`src/rtl/max_pool2d_stream_pkg.sv`:
```
// Shared float32 helpers for the pooling/activation stages: sign-bit constants
// and a sign-magnitude max with a deterministic tie rule.
package max_pool2d_stream_pkg;

  localparam int          FP32_SIGN_BIT = 31;
  localparam logic [31:0] FP32_POS_ZERO = 32'h0000_0000;

  // Raw-bit compare (NaNs just sort by their encoding). On a tie, including
  // +0 against -0, the first operand wins so results stay order-stable.
  function automatic logic [31:0] fp32_fmax(input logic [31:0] a, input logic [31:0] b);
    logic b_wins;
    b_wins = 1'b0;
    if (a[FP32_SIGN_BIT-1:0] == '0 && b[FP32_SIGN_BIT-1:0] == '0)
      b_wins = 1'b0;
    else if (a[FP32_SIGN_BIT] != b[FP32_SIGN_BIT])
      b_wins = a[FP32_SIGN_BIT];
    else if (!a[FP32_SIGN_BIT])
      b_wins = (b[FP32_SIGN_BIT-1:0] > a[FP32_SIGN_BIT-1:0]);
    else
      b_wins = (b[FP32_SIGN_BIT-1:0] < a[FP32_SIGN_BIT-1:0]);
    return b_wins ? b : a;
  endfunction

endpackage

```
`src/rtl/max_pool2d_stream_max2.sv`:
```
// Combinational two-input float32 max; operand a wins ties.
module fp32_max2
  import max_pool2d_stream_pkg::*;
(
  input  logic [31:0] a,
  input  logic [31:0] b,
  output logic [31:0] y
);

  assign y = fp32_fmax(a, b);

endmodule

```
`src/rtl/max_pool2d_stream.sv`:
```
// Streaming 2x2 stride-2 float32 max pool over a WIDTH x HEIGHT raster stream.
// Define MAX_POOL_RELU_FUSE_EN to clamp negative pooled results to +0.
module max_pool2d_stream
  import max_pool2d_stream_pkg::*;
#(
  parameter int DATA_WIDTH = 32,
  parameter int WIDTH      = 5,
  parameter int HEIGHT     = 5
) (
  input  logic                  clk,
  input  logic                  rst,
  input  logic                  valid_in,
  input  logic [DATA_WIDTH-1:0] data_in,
  output logic                  valid_out,
  output logic [DATA_WIDTH-1:0] data_out,
  output logic                  frame_done
);

  localparam int HALF_W = WIDTH / 2;
  localparam int COL_W  = $clog2(WIDTH);
  localparam int ROW_W  = $clog2(HEIGHT);
  localparam int BUF_AW = (HALF_W > 1) ? $clog2(HALF_W) : 1;
  localparam bit ODD_W  = (WIDTH % 2) == 1;
  localparam bit ODD_H  = (HEIGHT % 2) == 1;
  localparam logic [COL_W-1:0] COL_LAST = COL_W'(WIDTH - 1);
  localparam logic [ROW_W-1:0] ROW_LAST = ROW_W'(HEIGHT - 1);

  logic [COL_W-1:0]      col;
  logic [ROW_W-1:0]      row;
  logic [DATA_WIDTH-1:0] hold;
  logic [DATA_WIDTH-1:0] line_buf [HALF_W];

  logic                  pair_col;
  logic                  pair_row;
  logic                  col_odd;
  logic                  row_odd;
  logic [BUF_AW-1:0]     buf_idx;
  logic [DATA_WIDTH-1:0] pair_max;
  logic [DATA_WIDTH-1:0] pool_max;
  logic [DATA_WIDTH-1:0] pool_res;

  // A trailing odd column/row has no partner and never enters a window.
  assign pair_col = !(ODD_W && col == COL_LAST);
  assign pair_row = !(ODD_H && row == ROW_LAST);
  assign col_odd  = col[0];
  assign row_odd  = row[0];
  assign buf_idx  = BUF_AW'(col >> 1);

  fp32_max2 u_pair_max (
    .a (hold),
    .b (data_in),
    .y (pair_max)
  );

  fp32_max2 u_pool_max (
    .a (line_buf[buf_idx]),
    .b (pair_max),
    .y (pool_max)
  );

`ifdef MAX_POOL_RELU_FUSE_EN
  assign pool_res = pool_max[FP32_SIGN_BIT] ? FP32_POS_ZERO : pool_max;
`else
  assign pool_res = pool_max;
`endif

  always_ff @(posedge clk or posedge rst) begin
    if (rst) begin
      col        <= '0;
      row        <= '0;
      hold       <= '0;
      valid_out  <= 1'b0;
      data_out   <= '0;
      frame_done <= 1'b0;
    end else begin
      valid_out  <= 1'b0;
      frame_done <= 1'b0;
      if (valid_in) begin
        if (!col_odd && pair_col)
          hold <= data_in;
        if (col_odd && pair_row && row_odd) begin
          data_out  <= pool_res;
          valid_out <= 1'b1;
        end
        if (col == COL_LAST) begin
          col <= '0;
          if (row == ROW_LAST) begin
            row        <= '0;
            frame_done <= 1'b1;
          end else begin
            row <= row + 1'b1;
          end
        end else begin
          col <= col + 1'b1;
        end
      end
    end
  end

  // Upper-row pair maxima; contents survive reset and are rewritten by row 0.
  always_ff @(posedge clk) begin
    if (valid_in && !rst && col_odd && pair_row && !row_odd)
      line_buf[buf_idx] <= pair_max;
  end

endmodule
```
`config.mk`:
```
export PLATFORM = sky130hd
export DESIGN_NAME = max_pool2d_stream
export DESIGN_NICKNAME = d
export VERILOG_FILES = /design/src/rtl/max_pool2d_stream_pkg.sv /design/src/rtl/max_pool2d_stream_max2.sv /design/src/rtl/max_pool2d_stream.sv
export SDC_FILE = /design/constraint.sdc
export NUM_CORES = 1
export LEC_CHECK = 0
export CAP_MARGIN = 30
export CORE_ASPECT_RATIO = 0.9
export CORE_MARGIN = 10
export CORE_UTILIZATION = 58
export CTS_BUF_LIST = sky130_fd_sc_hd__clkbuf_4 sky130_fd_sc_hd__clkbuf_8 sky130_fd_sc_hd__clkbuf_16
export CTS_CLUSTER_SIZE = 40
export DETAILED_ROUTE_END_ITERATION = 8
export GPL_TIMING_DRIVEN = 0
export PLACE_DENSITY = 0.8
export SYNTH_ARGS = -nofsm -noshare
export SYNTH_HDL_FRONTEND = slang
export SYNTH_SLANG_ARGS = --single-unit
```
`constraint.sdc`:
```
create_clock -name clk -period 5.85 [get_ports clk]
set_input_delay 0.585 -clock clk [delete_from_list [all_inputs] [get_ports clk]]
set_output_delay 0.585 -clock clk [all_outputs]
set_load 0.02 [all_outputs]
```
* Yosys cells after proc, flatten, opt, wreduce, memory -nomap -nowiden
Memory sizes are Yosys's and may differ from the RTL's. Cells that the tools add are included.
Operators by class: multiply operators 0, add/sub/neg operators 2, $lt $le $gt $ge 4, muxes and demuxes 17, bitwise logic cells 0, reductions and logical operators 21, divide/modulo/power cells 0, shift-type cells 0, eq/ne operators 4
Operator list (number):
- $logic_not 31->1 | 4
- $mux 32 | 2
- $gt 31x31->1 | 2
- $lt 31x31->1 | 2
- $mux 1 | 13
- $logic_and 1x1->1 | 9
- $add 3x1->3 const B | 2
- $eq 3x3->1 const B | 2
- $mux 3 | 2
- $reduce_and 2->1 | 3
- $logic_not 1->1 | 5
- $ne 1x1->1 | 2
Storage, ports and cells: RAM bits 64, word-level logic and storage cells 55, ROM bits 0, register bits 72, memories 1, bits in latches 0
Memory list:
- line_buf | words 2, width 32, rd ports 1, clocked after Yosys merged registers in 0, write ports 1, RTL line max_pool2d_stream.sv:31 | logic [DATA_WIDTH-1:0] line_buf [HALF_W];

* Longest topological paths before layout
depth in word-level cells 10, depth in mapped cells 23

* Cells and area by module
Synthesis repeated with hierarchy kept, for this count alone.
Unflattened totals: cell total of the unflattened synthesis 625, area total of the unflattened synthesis 8301.7 µm²
By module, submodules not included:
- max_pool2d_stream | instances 1, area an instance 5338.9 µm², cells each 277
- fp32_max2 | instances 2, area an instance 1481.4 µm², cells each 174

* Worst setup path before layout
No wires, ideal clock.
kind in2reg, from in data_in[4], to reg data_out[29], required time 5708 ps, path buffers 3, arrival 4909 ps, setup slack 800 ps, stages on the path 21, path through ha_1 -> a211oi_2 -> nor2_1 -> o31a_1 -> o41a_1 -> o21ai_0 -> o311a_1 -> buf_6 -> buf_4 -> mux2i_1 -> inv_1 -> ha_1 -> and4_1 -> a221o_1 -> a211o_1 -> nor3_1 -> a31oi_1 -> a21boi_0 -> clkbuf_1 -> a31o_1 -> a31oi_1
Between the ends: longest elaborated chain between the ends 10
RTL lines:
- start, declared | RTL line max_pool2d_stream.sv:13 | input logic [DATA_WIDTH-1:0] data_in,
- $gt 31x31->1 or $lt 31x31->1 (tied branches) | RTL line max_pool2d_stream_pkg.sv:18, max_pool2d_stream_pkg.sv:20
- $mux 1 | RTL line max_pool2d_stream_pkg.sv:17 | else if (!a[FP32_SIGN_BIT])
- $mux 1 | RTL line max_pool2d_stream_pkg.sv:15 | else if (a[FP32_SIGN_BIT] != b[FP32_SIGN_BIT])
- $mux 1 (*) | RTL line max_pool2d_stream_pkg.sv:13 | if (a[FP32_SIGN_BIT-1:0] == '0 && b[FP32_SIGN_BIT-1:0] == '0)
- $mux 32 (*) | RTL line max_pool2d_stream_pkg.sv:21 | return b_wins ? b : a;
- via pair_max[25] | RTL line max_pool2d_stream.sv:38 | logic [DATA_WIDTH-1:0] pair_max;
- $gt 31x31->1 or $lt 31x31->1 (tied branches) | RTL line max_pool2d_stream_pkg.sv:18, max_pool2d_stream_pkg.sv:20
- $mux 1 | RTL line max_pool2d_stream_pkg.sv:17
- $mux 1 | RTL line max_pool2d_stream_pkg.sv:15
- $mux 1 (*) | RTL line max_pool2d_stream_pkg.sv:13
- $mux 32 (*) | RTL line max_pool2d_stream_pkg.sv:21
- end signal, assigned | RTL line max_pool2d_stream.sv:82 | data_out <= pool_res;
- end, declared | RTL line max_pool2d_stream.sv:15 | output logic [DATA_WIDTH-1:0] data_out,
The timed path passes the listed nets; every way through them passes the cells marked *. A chain may end at the register's enable or synchronous reset.

* Worst setup path after layout
from in data_in[2], to reg data_out[25]
Between the ends: longest elaborated chain between the ends 10
RTL lines (RTL line):
- $gt 31x31->1 or $lt 31x31->1 (tied branches) | max_pool2d_stream_pkg.sv:18, max_pool2d_stream_pkg.sv:20
- $mux 1 | max_pool2d_stream_pkg.sv:17
- $mux 1 | max_pool2d_stream_pkg.sv:15
- $mux 1 (*) | max_pool2d_stream_pkg.sv:13
- $mux 32 (*) | max_pool2d_stream_pkg.sv:21
- via pair_max[25] | max_pool2d_stream.sv:38
- $gt 31x31->1 or $lt 31x31->1 (tied branches) | max_pool2d_stream_pkg.sv:18, max_pool2d_stream_pkg.sv:20
- $mux 1 | max_pool2d_stream_pkg.sv:17
- $mux 1 | max_pool2d_stream_pkg.sv:15
- $mux 1 | max_pool2d_stream_pkg.sv:13
- $mux 32 (*) | max_pool2d_stream_pkg.sv:21
Marked as above.

==> key figures <==
Floorplanning
  – Starting Density: around 59%
  – Die height: around 130 um
  – Die area: around 18,000 um^2
  – I/O pins: between 60 and 70
  – Row count: 39
  – Floorplan core area: 12,700 um^2
  – Die X: roughly 140 um

Placement
  – Buffers added on ports: between 60 and 70
  – Routability Congestion: around 0.92
  – Placed Area: about 8500 um^2
  – DPL Wire Length: roughly 15,000 um

Clock tree
  – Reg clk slew, reported paths: 0.06 ns
  – TritonCTS clock tree: built
  – Skew-Pair Late Insertion Delay: 0.43 ns
  – CTS max path bufs: 2
  – CTS Hold Bufs: 0
  – CTS Buf Count: 17
  – CTS sink cnt: ~140
  – Root Driver: clkbuf_16
  – CTS H-tree lvls: 4

Global routing
  – Vias in the first global route: 5,890
  – Largest net degree at the start of global routing: 52
  – Number of antenna violations at the first check in global routing: 0
  – Final global-route overflow total: 0
  – Total track usage: 22.3%
  – First-pass GRT wire length: approximately 31,000 um

Synthesis
  – Avg Cell Area, Syn: between 10 and 15 um^2
  – FF+latch count, synth: between 100 and 150
  – Top_reg_cell synth: dfrtp_1
  – Post-Syn Instances: between 600 and 700
  – Synth Cell Area: between 7000 and 8000 um^2
  – Count of cell types in the netlist: 45
  – Yosys warns: 0
  – Synth async-reset ratio: between 50% and 60%
  – Post-Syn Nets: 758
  – Post-synth EDFFs: between 60 and 70
  – Sequential-to-total area share from yosys stat: approximately 50%

STA
  – Final setup viols: 0
  – Tcrit/Tclk final: between 90% and 100%
  – Final Hold Vio Count: 0
  – Worst Tran Pin Value: 1.01 ns
  – Worst hold slack: ~0.52 ns
  – FMAX: between 150 and 200 MHz
  – Rel. slew slack: approximately a third
  – Tmin final: 5.64 ns
  – Clk_skew: approximately 0.012 ns
  – Max-slew violation count: 0

Run status
  – Outcome: completed

Worst setup path
  – Worst Path Required: a little over 6 ns
  – Worst Path Buf+Inv: 5
  – Crit path DAT: between 5 and 6 ns
  – R2r endpoint: data_out[25]
  – Worst setup EP type: register
  – R2r startpoint: hold[4]
  – Cells along the critical path: clkdlybuf4s50_1 > ha_1 > a21oi_1 > a21oi_1 > o31a_1 > o41a_1 > o21ai_0 > o311a_1 > buf_6 > buf_6 > mux2i_4 > inv_1 > ha_1 > and4_1 > a221o_1 > a211o_1 > nor3_1 > a31oi_1 > a21boi_2 > clkbuf_4 > a31o_1 > a31oi_1
  – Critical path peak fanout: 10
  – FF-to-FF path depth: 22
  – CP Class: primary input to register
  – Reg2reg setup slack: 0.39 ns
  – Delay-heaviest family, CP: compound AO/OA/AOI/OAI gates
  – Worst path slowest cell: clkdlybuf4s50_1
  – Max stage delay on crit path: between 0.4 and 0.5 ns
  – Startpoint types: primary input

Final layout
  – Final core utilization: about three quarters
  – Inserted Diodes: 0
  – Final nets: ~850
  – Cell area after layout: between 9000 and 10,000 um^2
  – Synthesis-to-layout area growth: 23.3%
  – Layout cell share with drive strength beyond 1: approximately 15%

Drt
  – ANT nets after route: 0
  – Initial DRC Count: between 500 and 600
  – Routed wire length: between 20,000 and 25,000 um
  – Drt pass-1 iters: 7
  – Post-route DRC violation count: 0
  – Via-to-Cell Ratio: about 6.2
  – Vias: about 5,700
  – Avg WL per Cell: approximately 22 um

Worst hold path
  – Hold Crit Class: register to register
  – Hold path endpoint: data_out[31]
  – Hold Crit Depth: 1
  – Start point of the worst hold path: data_out[31]

Pwr
  – Pwr dens: slightly below 600 nW/um^2
  – Peak VDD IR: 0.297 mV
  – Leak pwr: ~3.9 nW
  – Total power: roughly 5.4 mW

Job
  – MaxCap Viol Count: 0
## worst max-delay path by stage
stage                     from        endpoint  slack (ns)  cells after the start
floorplan           data_in[4]    data_out[29]        0.80                     21
global placement        col[1]  line_buf[1][8]       -1.12                      4
detailed placement  data_in[2]    data_out[15]       -0.63                     22
CTS                 data_in[2]    data_out[12]        0.08                     22
global route        data_in[4]    data_out[28]       -0.11                     22
finish              data_in[2]    data_out[25]        0.21                     22
## state kept, by name, indices dropped and copies added (netlist names)
signal	cells
line_buf	64
frame_done	1
col	3
row	3
data_out	32
valid_out	1
hold	32
## area by class of cell
type	instances	area, um^2
Tap cell	164	205
Fill cell	854	3420
Timing Repair Buffer	76	769
Multi-Input combinational cell	424	3530
Clock buffer	22	493
Buffer	28	169
Sequential cell	136	3720
Clock inverter	10	116
Inverter	69	262
## cells by family after synthesis
logic type               after synthesis  share of synthesized area [%]
AND/OR/NAND/NOR                      136                           8.96
adder cells (fa/ha/maj)               66                           11.0
AO/OA/AOI/OAI                        125                           11.5
flip-flops                           136                           49.6
buffers and inverters                 97                           5.50
multiplexers                          97                           13.5
## routing by layer
| layer | part of all wire [%] | track usage, % |
|---|---|---|
| met1 | 39 | 26.9 |
| met2 | 49 | 36.8 |
| met3 | 9.2 | 7.81 |
| met4 | 2.0 | 7.28 |
| met5 | 0 | 0 |
## worst reg2reg max path, stage by stage, from the launching register on
cell,delay (ns)
dfrtp_1,0.44
inv_1,0.07
ha_1,0.31
a211oi_2,0.22
nor2_1,0.07
o31a_1,0.24
o41a_1,0.42
o21ai_0,0.17
o311a_1,0.21
buf_6,0.13
buf_6,0.23
mux2i_4,0.34
inv_1,0.10
ha_1,0.34
and4_1,0.23
a221o_1,0.37
a211o_1,0.33
nor3_1,0.22
a31oi_1,0.10
a21boi_2,0.27
clkbuf_4,0.27
a31o_1,0.18
a31oi_1,0.05
## cells in the mapped netlist, types with 6 or more instances
cell type	instances	share of area, %
mux2i_1	63	8.4
buf_2	6	0.40
nor2_1	44	2.2
o21ai_0	16	1.1
inv_1	69	3.4
nor4_1	20	1.7
mux2_2	33	4.9
ha_1	66	11
nand2_1	24	1.2
dfrtp_1	72	24
nand3_1	11	0.73
edfxtp_1	64	26
a31o_1	30	3.5
nand4_1	22	1.8
clkbuf_1	15	0.75
a31oi_1	33	2.7
a21oi_1	23	1.5
## through the flow
step / worst slack [ns] / cells / setup TNS [ns]
after global placement: -1.12 / 888 / -73.61
after detailed placement: -0.627 / 897 / -17.84
final: 0.212 / 929 / 0
after CTS: 0.0759 / 929 / 0
after global routing: -0.113 / 929 / -2.18
after floorplan: 0.800 / 657 / 0
## placed cells by master, fill, tap and decap left out, types with 8 or more instances in the layout
master           count
a21oi_1             23
a31o_1              30
a31oi_1             33
buf_6                8
clkbuf_1            12
clkbuf_16           18
clkdlybuf4s50_1     67
dfrtp_1             72
edfxtp_1            64
ha_1                66
inv_1               68
mux2_2              33
mux2i_1             47
mux2i_2              9
nand2_1             24
nand3_1             11
nand4_1             22
nor2_1              44
nor4_1              18
o21ai_0             16
## where the power goes
| part | total, mW | switching (mW) | internal, mW |
|---|---|---|---|
| Sequential | 1.61 | 0.240 | 1.37 |
| Combinational | 2.73 | 1.57 | 1.16 |
| Clock | 1.09 | 0.408 | 0.684 |
## what timing repair did
| action | in CTS | in global routing |
|---|---|---|
| gates resized for setup | 5 | 33 |
| buffers inserted | 0 | 0 |
| pin swaps | 0 | 0 |
| setup endpoints to repair | 30 | 31 |
Note: power is estimated with default switching activity, not from simulation.
